`src/rtl/spi_pkg.sv`:
```
// Shared types and helpers for the SPI mode-0 slave byte engine.
// Optional macro SPI_BYTE_SYNC_EN (see spi_sync_edge) selects 2-flop pin synchronizers.
package spi_pkg;

   localparam int SPI_BITS = 8;

   typedef logic [2:0] spi_bit_cnt_t;
   typedef logic [7:0] spi_byte_t;

   // MSB-first receive: the newest MOSI bit enters at the LSB.
   function automatic spi_byte_t spi_shift_in(input spi_byte_t cur, input logic bit_i);
      return {cur[6:0], bit_i};
   endfunction

endpackage

```
`src/rtl/spi_byte_core_if.sv`:
```
// Pin and byte-level signals of the SPI slave byte engine, grouped for the core and its peer.
interface spi_byte_core_if;
   import spi_pkg::*;

   logic      spi_sclk_i;
   logic      spi_cs_ni;
   logic      spi_rx_i;
   logic      spi_tx_o;
   spi_byte_t tx_byte_i;
   spi_byte_t rx_byte_o;
   logic      valid_o;

   modport slave (
      input  spi_sclk_i, spi_cs_ni, spi_rx_i, tx_byte_i,
      output spi_tx_o, rx_byte_o, valid_o
   );

   modport master (
      output spi_sclk_i, spi_cs_ni, spi_rx_i, tx_byte_i,
      input  spi_tx_o, rx_byte_o, valid_o
   );

endinterface

```
`src/rtl/spi_sync_edge.sv`:
```
// Pin synchronizer with optional registered rise/fall strobes.
// SPI_BYTE_SYNC_EN defined: 2-flop synchronizer; otherwise a single input register.
module spi_sync_edge #(
   parameter logic IDLE    = 1'b0,
   parameter bit   EDGE_EN = 1'b1
) (
   input  logic clk_i,
   input  logic rst_ni,
   input  logic async_i,
   output logic sync_o,
   output logic rise_o,
   output logic fall_o
);

`ifdef SPI_BYTE_SYNC_EN
   logic meta_q;
   logic sync_q;

   // Two-stage synchronizer, reset to the pin's idle level.
   always_ff @(posedge clk_i) begin
      if (!rst_ni) begin
         meta_q <= IDLE;
         sync_q <= IDLE;
      end else begin
         meta_q <= async_i;
         sync_q <= meta_q;
      end
   end
`else
   logic sync_q;

   // Single capture stage for inputs already synchronous to clk_i.
   always_ff @(posedge clk_i) begin
      if (!rst_ni) begin
         sync_q <= IDLE;
      end else begin
         sync_q <= async_i;
      end
   end
`endif

   assign sync_o = sync_q;

   generate
      if (EDGE_EN) begin : g_edge
         logic prev_q;
         logic rise_q;
         logic fall_q;

         // Strobes are registered, so they trail the synchronized level by one cycle.
         always_ff @(posedge clk_i) begin
            if (!rst_ni) begin
               prev_q <= IDLE;
               rise_q <= 1'b0;
               fall_q <= 1'b0;
            end else begin
               prev_q <= sync_q;
               rise_q <= sync_q & ~prev_q;
               fall_q <= ~sync_q & prev_q;
            end
         end

         assign rise_o = rise_q;
         assign fall_o = fall_q;
      end else begin : g_no_edge
         assign rise_o = 1'b0;
         assign fall_o = 1'b0;
      end
   endgenerate

endmodule

```
`src/rtl/spi_byte_core.sv`:
```
// SPI mode-0 slave byte engine: MSB-first receive with one-cycle valid strobe, MSB-first transmit.
// Build option SPI_BYTE_SYNC_EN adds 2-flop synchronizers on SCLK, CS_N and MOSI.
module spi_byte_core
   import spi_pkg::*;
#(
   parameter int BITS = SPI_BITS
) (
   input  logic            clk_sys_i,
   input  logic            rst_ni,
   spi_byte_core_if.slave  bus
);

   localparam spi_bit_cnt_t LAST_BIT = spi_bit_cnt_t'(BITS - 1);

   logic sclk_sync_s;
   logic sclk_rise_s;
   logic sclk_fall_s;
   logic cs_n_s;
   logic cs_rise_s;
   logic cs_fall_s;
   logic mosi_s;
   logic mosi_rise_s;
   logic mosi_fall_s;
   logic unused_edges_s;

   spi_sync_edge #(.IDLE(1'b0), .EDGE_EN(1'b1)) u_sclk (
      .clk_i   (clk_sys_i),
      .rst_ni  (rst_ni),
      .async_i (bus.spi_sclk_i),
      .sync_o  (sclk_sync_s),
      .rise_o  (sclk_rise_s),
      .fall_o  (sclk_fall_s)
   );

   spi_sync_edge #(.IDLE(1'b1), .EDGE_EN(1'b0)) u_cs (
      .clk_i   (clk_sys_i),
      .rst_ni  (rst_ni),
      .async_i (bus.spi_cs_ni),
      .sync_o  (cs_n_s),
      .rise_o  (cs_rise_s),
      .fall_o  (cs_fall_s)
   );

   spi_sync_edge #(.IDLE(1'b0), .EDGE_EN(1'b0)) u_mosi (
      .clk_i   (clk_sys_i),
      .rst_ni  (rst_ni),
      .async_i (bus.spi_rx_i),
      .sync_o  (mosi_s),
      .rise_o  (mosi_rise_s),
      .fall_o  (mosi_fall_s)
   );

   assign unused_edges_s = ^{sclk_sync_s, cs_rise_s, cs_fall_s, mosi_rise_s, mosi_fall_s};

   spi_bit_cnt_t cnt_q,      cnt_d;
   spi_byte_t    rx_shift_q, rx_shift_d;
   spi_byte_t    rx_byte_q,  rx_byte_d;
   spi_byte_t    tx_shift_q, tx_shift_d;
   logic         valid_q,    valid_d;
   spi_byte_t    rx_next_s;

   // Byte engine next state; deasserted CS_N takes priority over any SCLK strobe.
   always_comb begin
      cnt_d      = cnt_q;
      rx_shift_d = rx_shift_q;
      rx_byte_d  = rx_byte_q;
      tx_shift_d = tx_shift_q;
      valid_d    = 1'b0;
      rx_next_s  = spi_shift_in(rx_shift_q, mosi_s);

      if (cs_n_s) begin
         cnt_d      = spi_bit_cnt_t'(0);
         tx_shift_d = bus.tx_byte_i;
      end else if (sclk_rise_s) begin
         rx_shift_d = rx_next_s;
         if (cnt_q == LAST_BIT) begin
            cnt_d     = spi_bit_cnt_t'(0);
            rx_byte_d = rx_next_s;
            valid_d   = 1'b1;
         end else begin
            cnt_d = cnt_q + spi_bit_cnt_t'(1);
         end
      end else if (sclk_fall_s) begin
         // Counter at zero marks a byte boundary: fetch the next byte instead of shifting.
         if (cnt_q != spi_bit_cnt_t'(0)) begin
            tx_shift_d = {tx_shift_q[6:0], 1'b0};
         end else begin
            tx_shift_d = bus.tx_byte_i;
         end
      end else begin
         tx_shift_d = tx_shift_q;
      end
   end

   // State registers with synchronous active-low reset.
   always_ff @(posedge clk_sys_i) begin
      if (!rst_ni) begin
         cnt_q      <= spi_bit_cnt_t'(0);
         rx_shift_q <= 8'h00;
         rx_byte_q  <= 8'h00;
         tx_shift_q <= 8'h00;
         valid_q    <= 1'b0;
      end else begin
         cnt_q      <= cnt_d;
         rx_shift_q <= rx_shift_d;
         rx_byte_q  <= rx_byte_d;
         tx_shift_q <= tx_shift_d;
         valid_q    <= valid_d;
      end
   end

   assign bus.spi_tx_o  = tx_shift_q[7];
   assign bus.rx_byte_o = rx_byte_q;
   assign bus.valid_o   = valid_q;

endmodule

```
`src/flat_wrapper.sv`:
```
// flat-port wrapper written by rule: the top's interface ports become plain ports
module spi_byte_core_flat import spi_pkg::*;
#(
   parameter int BITS = SPI_BITS
)
  (clk_sys_i, rst_ni, bus_spi_sclk_i, bus_spi_cs_ni, bus_spi_rx_i, bus_tx_byte_i, bus_spi_tx_o, bus_rx_byte_o, bus_valid_o);
  spi_byte_core_if bus_i ();
  input  logic clk_sys_i;
  input  logic rst_ni;
  input wire logic [$bits(bus_i.spi_sclk_i)-1:0] bus_spi_sclk_i;
  input wire logic [$bits(bus_i.spi_cs_ni)-1:0] bus_spi_cs_ni;
  input wire logic [$bits(bus_i.spi_rx_i)-1:0] bus_spi_rx_i;
  input wire logic [$bits(bus_i.tx_byte_i)-1:0] bus_tx_byte_i;
  output wire logic [$bits(bus_i.spi_tx_o)-1:0] bus_spi_tx_o;
  output wire logic [$bits(bus_i.rx_byte_o)-1:0] bus_rx_byte_o;
  output wire logic [$bits(bus_i.valid_o)-1:0] bus_valid_o;
  assign bus_i.spi_sclk_i = bus_spi_sclk_i;
  assign bus_i.spi_cs_ni = bus_spi_cs_ni;
  assign bus_i.spi_rx_i = bus_spi_rx_i;
  assign bus_i.tx_byte_i = bus_tx_byte_i;
  assign bus_spi_tx_o = bus_i.spi_tx_o;
  assign bus_rx_byte_o = bus_i.rx_byte_o;
  assign bus_valid_o = bus_i.valid_o;
  spi_byte_core #(.BITS(BITS)) u_core (.clk_sys_i(clk_sys_i), .rst_ni(rst_ni), .bus(bus_i));
endmodule
```
`config.mk`:
```
export PLATFORM = sky130hd
export DESIGN_NAME = spi_byte_core_flat
export DESIGN_NICKNAME = d
export VERILOG_FILES = /design/src/rtl/spi_pkg.sv /design/src/rtl/spi_byte_core_if.sv /design/src/rtl/spi_sync_edge.sv /design/src/rtl/spi_byte_core.sv /design/src/flat_wrapper.sv
export SDC_FILE = /design/constraint.sdc
export NUM_CORES = 1
export LEC_CHECK = 0
export CORE_MARGIN = 2
export CORE_UTILIZATION = 40
export DETAILED_ROUTE_END_ITERATION = 8
export GPL_TIMING_DRIVEN = 1
export PLACE_DENSITY_LB_ADDON = 0.3
export SYNTH_ARGS = -nofsm -noshare
export SYNTH_HDL_FRONTEND = slang
export SYNTH_HIERARCHICAL = 1
export SYNTH_SLANG_ARGS = --single-unit
```
`constraint.sdc`:
```
create_clock -name clk_sys_i -period 1.2 [get_ports clk_sys_i]
set_input_delay 0.12 -clock clk_sys_i [delete_from_list [all_inputs] [get_ports clk_sys_i]]
set_output_delay 0.12 -clock clk_sys_i [all_outputs]
set_load 0.1 [all_outputs]
```
Word level (Yosys, flattened, before mapping)
Cells that the tools add are included.
- $add $sub $neg: 1
- equal/unequal tests: 2
- multiplexer cells: 6
- bitwise logic cells: 7
- reduce and logical (&&, ||, !) cells: 7
- operator list (operator ; count):
    8-bit 2-to-1 mux ; 4
    1-bit inverter ; 5
    2-bit AND reduction ; 2
    3-bit by 1-bit adder with 3-bit output (second input constant) ; 1
    3-bit == test (second input constant) ; 1
    3-bit 2-to-1 mux ; 1
    3-bit AND reduction ; 1
    3-bit nonzero test ; 1
    3-bit OR reduction ; 1
    1-bit AND ; 2
    2-bit inequality test (second input constant) ; 1
    2-bit nonzero test ; 1
    2-bit OR reduction ; 1
    1-bit 2-to-1 mux ; 1
- bits in registers: 33
- output and inout port bits: 10
- logic and storage cells: 34

Logic depth before layout (Yosys ltp)
- word-level depth: 5
- gate-level depth with buffers: 6
- mapped depth without buffers: 5

By module
The synthesis kept the hierarchy.
- modules (own cells, without submodules) (module ; times used ; cells each ; area an instance (um2) ; sequential area each (um2)):
    spi_byte_core ; 1 ; 137 ; 1260.0 ; 540.5
    spi_sync_edge at u_core.u_sclk ; 1 ; 8 ; 111.4 ; 80.1
    spi_sync_edge at u_core.u_cs ... ; 2 ; 5 ; 45.0 ; 20.0

Worst setup path before layout
No wires, ideal clock.
- path kind: reg-to-reg
- start point: reg u_core/tx_shift_q[7] (netlist name)
- end point: reg u_core.tx_shift_q[7]
- setup time: 0.075 ns
- arrival: 1.345 ns
- data required time: 1.125 ns
- path slack: -0.219 ns
- cell stages (with the launch flop): 3
- path buffers: 0
- clock period less this slack: 1.419 ns
- cell sequence: dfxtp_1 o31ai_1 a31oi_4
- RTL lines (element ; RTL line ; RTL):
    end signal, assigned ; spi_byte_core.sv:107 ; tx_shift_q <= tx_shift_d;
    end, declared ; spi_byte_core.sv:58 ; spi_byte_t tx_shift_q, tx_shift_d;

Worst setup path after layout
- start point: reg u_core.cnt_q[0]
- end point: reg u_core.tx_shift_q[1]
- word-level cells in the longest chain between the ends: 5
- ends and longest elaborated chain (element ; RTL line ; RTL):
    start, declared ; spi_byte_core.sv:55 ; spi_bit_cnt_t cnt_q, cnt_d;
    start signal, assigned ; spi_byte_core.sv:98 ; cnt_q <= spi_bit_cnt_t'(0);
    start signal, assigned ; spi_byte_core.sv:104 ; cnt_q <= cnt_d;
    3-bit nonzero test ; spi_byte_core.sv:85 ; if (cnt_q != spi_bit_cnt_t'(0)) begin
    8-bit 2-to-1 mux ; spi_byte_core.sv:85 ;
    8-bit 2-to-1 mux ; spi_byte_core.sv:83 ; end else if (sclk_fall_s) begin
    8-bit 2-to-1 mux ; spi_byte_core.sv:74 ; end else if (sclk_rise_s) begin
    8-bit 2-to-1 mux ; spi_byte_core.sv:71 ; if (cs_n_s) begin
No other way between the ends. The select of a mux whose other input is x is not followed.
A chain may end at the register's enable or synchronous reset.

==> results.md <==
* DP Wirelength at 1.907 mm
* Kind of critical path: reg2reg
* Final cell count without fillers at 226
* # port buffers at 22
* Crit path arrival time at 1440 ps
* Commonest non-fill, non-tap cell in the layout: nand2_1
* Row count at 21
* Number of global-route vias before repair at 1022
* H-tree levels at 2
* Type of element capturing the critical path: flip-flop
* Slew Limit Fails at 0
* Vias at 1127
* Post-Synthesis Cells at 149
* Fmax at 0.8175 GHz
* Cts bufs inserted at 5
* Routed WL at approximately 2.9 mm
* Violated checks: negative setup slack
* Outcome: finished with violations
* Initial Util at a little over two fifths
* Worst-Skew Late Latency at 330 ps
* Fin crit period at approximately 1200 ps
* Diode count at 0
* Most frequent cells in the layout: nand2_1 (24), dfxtp_1 (22), a21boi_1 (14)
* Chip Height at between 60 and 70 um
* Family with the most delay on the worst path: flip-flops
* Tot GR Track Use at 15.22%
* Syn_nets at approximately 170
* Synth-to-Final Area Change at 45.08%
* Hold WC Path Type: in2reg
* Worst reg-to-reg path cell count at 6
* Yosys warnings at 6
* Startpoint Class: flip-flop
* P_leak at 0.7300 nW
* PwrDens at 1084 nW/um2
* Max stage delay on crit path at 360 ps
* RSZ-0062 raised after global routing: true
* Largest net degree at the start of global routing at 24
* Worst-margin pin slew at between 300 and 400 ps
* Die X at between 60 and 70 um
* Worst-path clk slew at 100 ps
* FF-to-FF End: u_core/tx_shift_q[1]$_SDFFE_PN0P_
* Setup Viol. Count Final at 4
* Final hold vios at 0
* Gpl congestion at 0.7482
* Reg2reg setup slack at -20 ps
* Crit path max fanout at 4
* Cell area after synthesis at 1424 um2
* Register area at 674.4 um2
* Crit Reg-Reg Startpoint: u_core/cnt_q[0]$_SDFFE_PP0P_
* Critical Path Sink: u_core/tx_shift_q[1]$_SDFFE_PN0P_
* Critical-path top delay cell: dfxtp_2
* Filler cells at 270
* Core area at 3390 um2
* CTS tree: done
* CP startpoint: u_core/cnt_q[0]$_SDFFE_PP0P_
* Synth Area per Inst at 9.556 um2
* Area occupied by multi-input gates at 787.0 um2
* MaxCap Viol Count at 0
* Global route total overflow at 0
* Worst Skew at 7.081 ps
* Antenna Nets Post-Route at 0
* Nets at 195
* Root Driver: clkbuf_4
* Critical path depth at 6
* DRT iter0 DRCs at 56
* Relative slew slack at 74.55%
* Tcrit/Tclk final at 101.9%
* Maximum VDD drop at about 0.55 mV
* Setup WS post-layout at -23.28 ps
* Clock Tree Buf Depth at 2
* Fraction of layout instances using a drive strength above 1 at 37.78%
* Placed Cells at 215
* CP required at between 1000 and 1500 ps
* TNS Setup at -30.89 ps
* Clock sink total at 33
* Global-route wire length before repair at 4.747 mm
* Avg WL per Cell at around 13 um
* CP bufs+invs at 2
* Vias/cell at 4.987
* Die ar. at 4053 um2
* TritonRoute pass-1 iters at 4
* Ports at 23
* Detailed-route DRC error count at 0
* Critical path, cell by cell: inv_1 -> ha_2 -> nor2b_4 -> buf_12 -> o21ai_4 -> a31oi_2
* Initial antenna violation count at 0
-- sequential cells by signal (all words and copies together), names as in the netlist --
name / cells
u_core/bus.rx_byte_o: 8
u_core/bus.valid_o: 1
u_core/cnt_q: 3
u_core/rx_shift_q: 7
u_core/tx_shift_q: 8
u_core/u_cs/sync_o: 1
u_core/u_mosi/sync_o: 1
u_core/u_sclk/fall_o: 1
u_core/u_sclk/g_edge.prev_q: 1
u_core/u_sclk/rise_o: 1
u_core/u_sclk/sync_o: 1
-- cell type report --
| cell class | count | area share [%] |
|---|---|---|
| clock buffer | 6 | 2.483 |
| clock inverter | 2 | 1.817 |
| inverter | 3 | 0.5451 |
| multi-input combinational | 102 | 38.10 |
| sequential | 33 | 32.65 |
| tap | 46 | 2.786 |
| timing repair buffer | 34 | 21.62 |
-- report_power, final --
group	switching [mW]	total (mW)	internal [mW]
sequential	0.0207	1.15	1.12
combinational	0.106	0.225	0.119
clock	0.374	0.869	0.495
-- metrics by stage --
stage / power [mW] / setup slack [ps] / utilization (%) / area [um2] / hold slack (ps)
finish: 2.239 / -23.28 / 60.95 / 2066 / 341.5
global route: 2.343 / -65.82 / 60.95 / 2066 / 323.9
floorplan: 1.283 / 0.7052 / - / 1436 / 193.0
global placement: 1.356 / -103.5 / 53.82 / 1824 / 441.2
CTS: 2.251 / -6.729 / 58.62 / 1987 / 329.3
detailed placement: 1.362 / -182.8 / 53.82 / 1824 / 447.1
-- per-layer routing --
metal | track usage [%] | vias to the layer above | share of wire, %
li1 | - | 576 | -
met1 | 19.09 | 520 | 44
met2 | 24.21 | 25 | 51
met3 | 4.464 | 6 | 4.2
met4 | 6.522 | 0 | 1.5
met5 | 0 | - | 0
-- how the worst min path moves through the flow --
stage / startpoint / end / slack [ps] / depth (start not counted)
final: bus_spi_sclk_i / u_core/u_sclk/sync_o$_SDFF_PN0_ / 340 / 2
after global routing: bus_spi_sclk_i / u_core/u_sclk/sync_o$_SDFF_PN0_ / 320 / 2
after CTS: bus_spi_sclk_i / u_core/u_sclk/sync_o$_SDFF_PN0_ / 330 / 2
after detailed placement: u_core/u_mosi/sync_o$_SDFF_PN0_ / u_core/rx_shift_q[0]$_SDFFE_PN0P_ / 450 / 2
after global placement: u_core/rx_shift_q[6]$_SDFFE_PN0P_ / u_core/rx_shift_q[6]$_SDFFE_PN0P_ / 440 / 2
after floorplan: rst_ni / u_core/u_cs/sync_o$_SDFF_PN1_ / 190 / 1
-- worst reg2reg max path: stages, from the launching register on --
cell and delay [ps]:
dfxtp_2 360, inv_1 50, ha_2 190, nor2b_4 140, buf_12 140, o21ai_4 150, a31oi_2 90
-- repair_timing --
item	4_1_cts	5_1_grt
pin swaps	7	4
buffers inserted	1	4
hold endpoints to repair	0	0
hold buffers	0	0
endpoints found under the setup margin	17	17
resized for setup	31	11
Power figures use the tool's default switching activity.
